## src/rtl/if_stage_unit.sv

```systemverilog
// Instruction-fetch stage: PC register, IF/ID pipeline register, stall hold and branch redirect/flush.
// Optional performance counters are built when IF_PERF_CNT_EN is defined.
module if_stage_unit #(
    parameter int unsigned    n        = 32,
    parameter logic [n-1:0]   RESET_PC = '0
) (
    input  logic          clk,
    input  logic          rst,
    input  logic          freeze,
    input  logic          branch_taken,
    input  logic [n-1:0]  branch_addr,
    output logic [n-1:0]  pc_out,
    input  logic [n-1:0]  instruction_in,
    output logic [n-1:0]  if_id_pc,
    output logic [n-1:0]  if_id_instr,
    output logic          if_id_valid,
    output logic [31:0]   fetch_count,
    output logic [31:0]   stall_count
);

    localparam int unsigned CNT_W = 32;

    typedef enum logic [1:0] {
        ACT_ADVANCE  = 2'd0,
        ACT_FREEZE   = 2'd1,
        ACT_REDIRECT = 2'd2
    } act_t;

    logic [n-1:0] r_pc;
    logic [n-1:0] r_if_id_pc;
    logic [n-1:0] r_if_id_instr;
    logic         r_if_id_valid;

    act_t         w_act;
    logic [n-1:0] w_pc_plus4;
    logic [n-1:0] w_target;
    logic [n-1:0] w_pc_nxt;
    logic [n-1:0] w_if_id_pc_nxt;
    logic [n-1:0] w_if_id_instr_nxt;
    logic         w_if_id_valid_nxt;

    assign w_pc_plus4 = r_pc + n'(4);
    // Low two target bits are forced to zero so the PC stays word aligned.
    assign w_target   = branch_addr & ~n'(3);

    // Redirect outranks freeze, freeze outranks normal advance.
    always_comb begin
        w_act = ACT_ADVANCE;
        if (branch_taken) begin
            w_act = ACT_REDIRECT;
        end else if (freeze) begin
            w_act = ACT_FREEZE;
        end
    end

    always_comb begin
        w_pc_nxt          = r_pc;
        w_if_id_pc_nxt    = r_if_id_pc;
        w_if_id_instr_nxt = r_if_id_instr;
        w_if_id_valid_nxt = r_if_id_valid;
        case (w_act)
            ACT_ADVANCE: begin
                w_pc_nxt          = w_pc_plus4;
                w_if_id_pc_nxt    = w_pc_plus4;
                w_if_id_instr_nxt = instruction_in;
                w_if_id_valid_nxt = 1'b1;
            end
            ACT_REDIRECT: begin
                w_pc_nxt          = w_target;
                w_if_id_pc_nxt    = '0;
                w_if_id_instr_nxt = '0;
                w_if_id_valid_nxt = 1'b0;
            end
            default: begin
            end
        endcase
    end

    always_ff @(posedge clk) begin
        if (rst) begin
            r_pc          <= RESET_PC;
            r_if_id_pc    <= '0;
            r_if_id_instr <= '0;
            r_if_id_valid <= 1'b0;
        end else begin
            r_pc          <= w_pc_nxt;
            r_if_id_pc    <= w_if_id_pc_nxt;
            r_if_id_instr <= w_if_id_instr_nxt;
            r_if_id_valid <= w_if_id_valid_nxt;
        end
    end

    assign pc_out      = r_pc;
    assign if_id_pc    = r_if_id_pc;
    assign if_id_instr = r_if_id_instr;
    assign if_id_valid = r_if_id_valid;

`ifdef IF_PERF_CNT_EN
    logic [CNT_W-1:0] r_fetch_count;
    logic [CNT_W-1:0] r_stall_count;
    logic             w_fetch_inc;
    logic             w_stall_inc;

    assign w_fetch_inc = (w_act == ACT_ADVANCE) && (r_fetch_count != {CNT_W{1'b1}});
    assign w_stall_inc = (w_act == ACT_FREEZE)  && (r_stall_count != {CNT_W{1'b1}});

    // Saturating event counters.
    always_ff @(posedge clk) begin
        if (rst) begin
            r_fetch_count <= '0;
            r_stall_count <= '0;
        end else begin
            if (w_fetch_inc) begin
                r_fetch_count <= r_fetch_count + CNT_W'(1);
            end
            if (w_stall_inc) begin
                r_stall_count <= r_stall_count + CNT_W'(1);
            end
        end
    end

    assign fetch_count = r_fetch_count;
    assign stall_count = r_stall_count;
`else
    assign fetch_count = CNT_W'(0);
    assign stall_count = CNT_W'(0);
`endif

endmodule
```

## config.mk

```make
export PLATFORM = sky130hd
export DESIGN_NAME = if_stage_unit
export DESIGN_NICKNAME = d
export VERILOG_FILES = /design/src/rtl/if_stage_unit.sv
export SDC_FILE = /design/constraint.sdc
export NUM_CORES = 1
export LEC_CHECK = 0
export ABC_AREA = 0
export BUFFER_PORTS_ARGS = -buffer_cell sky130_fd_sc_hd__clkbuf_2
export CAP_MARGIN = 20
export CORE_MARGIN = 10
export CORE_UTILIZATION = 50
export CTS_CLUSTER_DIAMETER = 30
export DETAILED_ROUTE_END_ITERATION = 6
export MAX_ROUTING_LAYER = met4
export PLACE_DENSITY = 0.88
export SYNTH_ARGS = -nofsm -noshare
export SYNTH_HDL_FRONTEND = slang
export SYNTH_SLANG_ARGS = --single-unit
export TNS_END_PERCENT = 1
```

## constraint.sdc

```tcl
create_clock -name clk -period 4.2 [get_ports clk]
set_input_delay 0.42 -clock clk [delete_from_list [all_inputs] [get_ports clk]]
set_output_delay 0.42 -clock clk [all_outputs]
set_load 0.005 [all_outputs]
```

== Word level (Yosys, flattened, before mapping) ==
Index checks and enable logic that the tools add are counted.
Word-level totals
  register bits: 97
  input port bits: 68
  output and inout port bits: 161
Operators by class
  $add $sub $neg: 1
  eq/ne operators: 1
  muxes and demuxes: 6
  reductions and logical operators: 2
Operators with widths (count)
  32-bit one-hot mux with 2 select lines: 3
  32-bit by 3-bit adder with 32-bit output, second input constant: 1
  2-bit equality test, second input constant: 1
  2-bit logical NOT: 1
  2-bit two-way mux: 1
  1-bit one-hot mux with 2 select lines: 1
  2-bit nonzero test: 1
  1-bit two-way mux: 1

== Longest topological paths before layout ==
  depth in word-level cells: 4
  depth in mapped cells: 7
  gate-level depth less buffers: 5

== Least setup slack after synthesis ==
Ideal clock, no wire load.
  kind: reg2reg
  from: reg r_pc[8], in the netlist pc_out[8]
  to: reg r_pc[23], in the netlist pc_out[23]
  arrival time: 1979 ps
  required time: 4109 ps
  setup slack: 2130 ps
  stages on the path, launching flop included: 7
  path buffers: 2
  period minus slack after synthesis: 2070 ps
  path through: dfxtp_1 > buf_2 > nand4_2 > or4_1 > buf_2 > or4_1 > a311oi_1
Between the ends
  word-level cells in the longest chain between the ends: 2
RTL lines
  from (decl): RTL line 29  | logic [n-1:0] r_pc;
  from (signal assigned): RTL line 86  | r_pc <= w_pc_nxt;
  32-bit by 3-bit adder with 32-bit output: RTL line 42  | assign w_pc_plus4 = r_pc + n'(4);
  32-bit one-hot mux with 2 select lines: RTL line 61  | case (w_act)
Every way passes these cells.
A chain may end at the register's enable or synchronous reset.

== Worst setup path after layout ==
  from: reg r_pc[8], in the netlist pc_out[8]
  to: reg r_pc[27], in the netlist pc_out[27]
The elaborated chain is that of the path after synthesis.

==> reports/results.md <==
| Stage | Metric | This run |
| --- | --- | --- |
| placed design | Port buffer count | 160 |
| timing | Final max-slew violation count | 0 |
| yosys | Synthesized area per cell | 8.46 sq um |
| cells and area | Share of post-route cells with drive strength above 1 | 25.8% |
| cells and area | Most used cells in the layout excluding fill and tap cells | clkbuf_2 (159), dfxtp_1 (94), nor2_1 (68), conb_1 (66), o21ai_0 (40) |
| yosys | Post-synthesis share of cell area spent on and, or, nand and nor gates | 20.5% |
| critical path | Worst endpoint required time | 4470 ps |
| timing | Number of failing hold endpoints at the final stage | 0 |
| cells and area | Area Overhead vs Synth | 15.9% |
| critical path | Startpoint kind of the worst setup timing path | flip-flop |
| timing | Period minus WS final | 2730 ps |
| drt | Wire length after detailed routing | 14700 um |
| yosys | Portion of synthesized cell area occupied by the leading cell type | 38.4% |
| global routing | Wire length of the first global-routing pass | 23500 um |
| clock tree | Number of hold buffers added after CTS | 0 |
| floorplan | Initial cell density of the core | 50.8% |
| timing | Worst rel slew slack | 47.0% |
| critical path | Maximum fanout count along the critical path | 16 |
| clock tree | Buffer type at the clock tree root | clkbuf_8 |
| power | Total power | 1.86 mW |
| critical path | Register-to-register setup slack | 1470 ps |
| yosys | Distinct cell type count of the synthesized netlist | 44 |
| power | Cell area power density | 327 nW/um^2 |
| yosys | Number of enable flip-flop cells after synthesis | 0 |
| clock tree | Number of buffers inserted during clock tree synthesis | 9 |
| global routing | Via count of the first global-routing pass | 4612 |
| yosys | Top cells by area, synth | dfxtp_1 (38%), buf_4 (10%), mux2i_1 (6.9%) |
| floorplan | Die area | 14200 sq um |
| yosys | Total of warnings raised by yosys | 0 |
| yosys | Adder-cell area share of the yosys netlist | 0.255% |
| yosys | Multiplexer share of the synthesized area | 6.95% |
| timing | Worst-Margin Slew | 788 ps |
| placed design | Routability congestion estimate from global placement | 0.843 |
| cells and area | Most common cell after layout, fill and taps aside | clkbuf_2 |
| global routing | Combined global-route utilization of all metal layers | 20.3% |
| global routing | Maximum number of pins on one net before global-route repair | 43 |
| global routing | Total grt overflow | 0 |
| yosys | Synth Area in Compound Gates | 15.8% |
| cells and area | Post-layout nets | 777 |
| timing | Finish-stage setup viols | 0 |
| clock tree | Largest buffer count on any clock path | 2 |
| status | Result of the run | finished clean |
| timing | Worst clock skew | 13.8 ps |
| drt | Routed wire length per instance | 17.4 um |
| drt | Routed vias | 4616 |
| drt | Iteration count of the initial detailed-routing pass | 7 |
| cells and area | Cell area after layout | 5670 sq um |
| timing | Fmax achieved | 0.367 GHz |
| clock tree | Post-CTS repair timing setup buffer count | 0 |
| yosys | Mapped Area | 4900 sq um |
| yosys | Cells after Synth | 579 |
| power | Peak supply drop | 0.186 mV |
| yosys | Dominant register cell in the synthesized netlist | dfxtp_1 |
| run | Count of maximum capacitance violations | 0 |
| timing | Final Cycle Share | 64.9% |
| floorplan | Boundary pin count | 229 |
| yosys | Largest family of logic cells by synthesized area | simple AND/OR/NAND/NOR gates |
| drt | Initial DRC Count | 311 |
| floorplan | Floorplan core area | 9640 sq um |
| yosys | Register bit total from synthesis | 94 |
| yosys | Synth async-reset ratio | 0% |
| floorplan | Die span in x | 119 um |
| clock tree | Clock input transition at the sequential cells of the worst setup and hold paths | 90 ps |
| drt | Number of vias per cell | 5.45 |
| critical path | Data arrival time of the worst path | 3000 ps |
| clock tree | CTS tree | yes |
| clock tree | Number of sinks on the clock net | 94 |
| yosys | Most area-hungry cell type in the Yosys netlist | dfxtp_1 |
| placed design | Final HPWL DP | 11200 um |
| global routing | Antenna violations before repair | 1 |
| power | Leak Pwr | 2.45 nW |
| drt | Remaining DRCs | 0 |
| yosys | Xor/xnor cell area share of the yosys netlist | 3.58% |
| floorplan | DIE HEIGHT | 119 um |
| critical path | Critical Setup Path Class | reg -> reg |
| placed design | Placed Instance Area | 5460 sq um |
| clock tree | Cells resized by post-CTS repair | 0 |
| floorplan | # rows | 36 |
| clock tree | H-tree Lvls | 3 |
| timing | Setup TNS | 0 ps |
| clock tree | Latest clock arrival within the worst-skew pair | 370 ps |
| worst hold path | Class of the most critical hold timing path | in -> reg |
| timing | RSZ-0062 raised after global routing | false |
| critical path | Endpoint class of the critical path | flip-flop |
| yosys | Sequential share of the synthesized area | 38.4% |
| drt | Routed Antenna Nets | 0 |
-- per-layer routing --
metal  vias to the layer above  track usage, %  wire length, um
li1                       2211               -                -
met2                       248            32.9             7190
met3                        21            5.90             1440
met5                         -               -                0
met4                         0            8.09              333
met1                      2136            23.2             5760
-- Yosys cell counts, drive strengths merged, types with 12 or more instances --
cell type	count
nor2	68
clkbuf	35
or4	15
dfxtp	94
buf	76
nand2	19
or3	23
a31oi	12
a211oi	14
a21oi	17
a311oi	14
o21ai	40
xnor2	13
mux2i	34
-- registers in the layout (all words and copies together) (netlist names) --
name,cells
if_id_instr,32
if_id_valid,1
pc_out,30
if_id_pc,31
-- through the flow --
stage               utilization [%]  hold WS [ps]  instances  worst slack, ps
detailed placement             56.7           457        830             1550
CTS                            58.8           255        846             1510
global route                   58.9           262        847             1310
floorplan                         -           453        644             2130
finish                         58.9           264        847             1470
global placement               56.7           446        830             1670
-- critical path, cell delays in order, from the launching register on --
cell and delay [ps]:
dfxtp_1 560, nand4_2 350, or4_1 860, or4_1 580
a311oi_1 270
-- power by group --
group / total, mW / internal, mW / switching, mW / leakage, nW
registers: 0.985 / 0.933 / 0.0524 / 0.771
clock network: 0.632 / 0.310 / 0.322 / 0.0992
logic: 0.240 / 0.103 / 0.137 / 1.58
total: 1.86 / 1.35 / 0.512 / 2.45
-- cell type report --
class	instances	area, sq um
Antenna cell	1	2.50
Clock buffer	12	155
Clock inverter	4	53.8
Fill cell	855	3970
Inverter	9	33.8
Multi-Input combinational cell	430	2550
Sequential cell	94	1880
Tap cell	133	166
Timing Repair Buffer	164	831
-- path summary, 6_finish.rpt --
path | start | to | cells after the start
max reg2reg | pc_out[8]$_SDFFE_PP0P_ | pc_out[27]$_SDFFE_PP0P_ | 4
min reg2reg | if_id_pc[3]$_SDFFE_PP0P_ | if_id_pc[3]$_SDFFE_PP0P_ | 2
min | branch_addr[2] | pc_out[2]$_SDFFE_PP0P_ | 3
max | pc_out[8]$_SDFFE_PP0P_ | pc_out[27]$_SDFFE_PP0P_ | 4
-- cells by family (layout without fill, tap and decap cells) --
group / count (synthesis) / count (layout)
AOI/OAI and AO/OA: 119 / 119
xor gates and xnor gates: 20 / 20
adders and majority gates: 1 / 1
buffers and inverters: 120 / 189
DFF: 94 / 94
muxes: 34 / 34
other: 1 / 67
and+or+nand+nor: 190 / 190
Power figures use the tool's default switching activity.
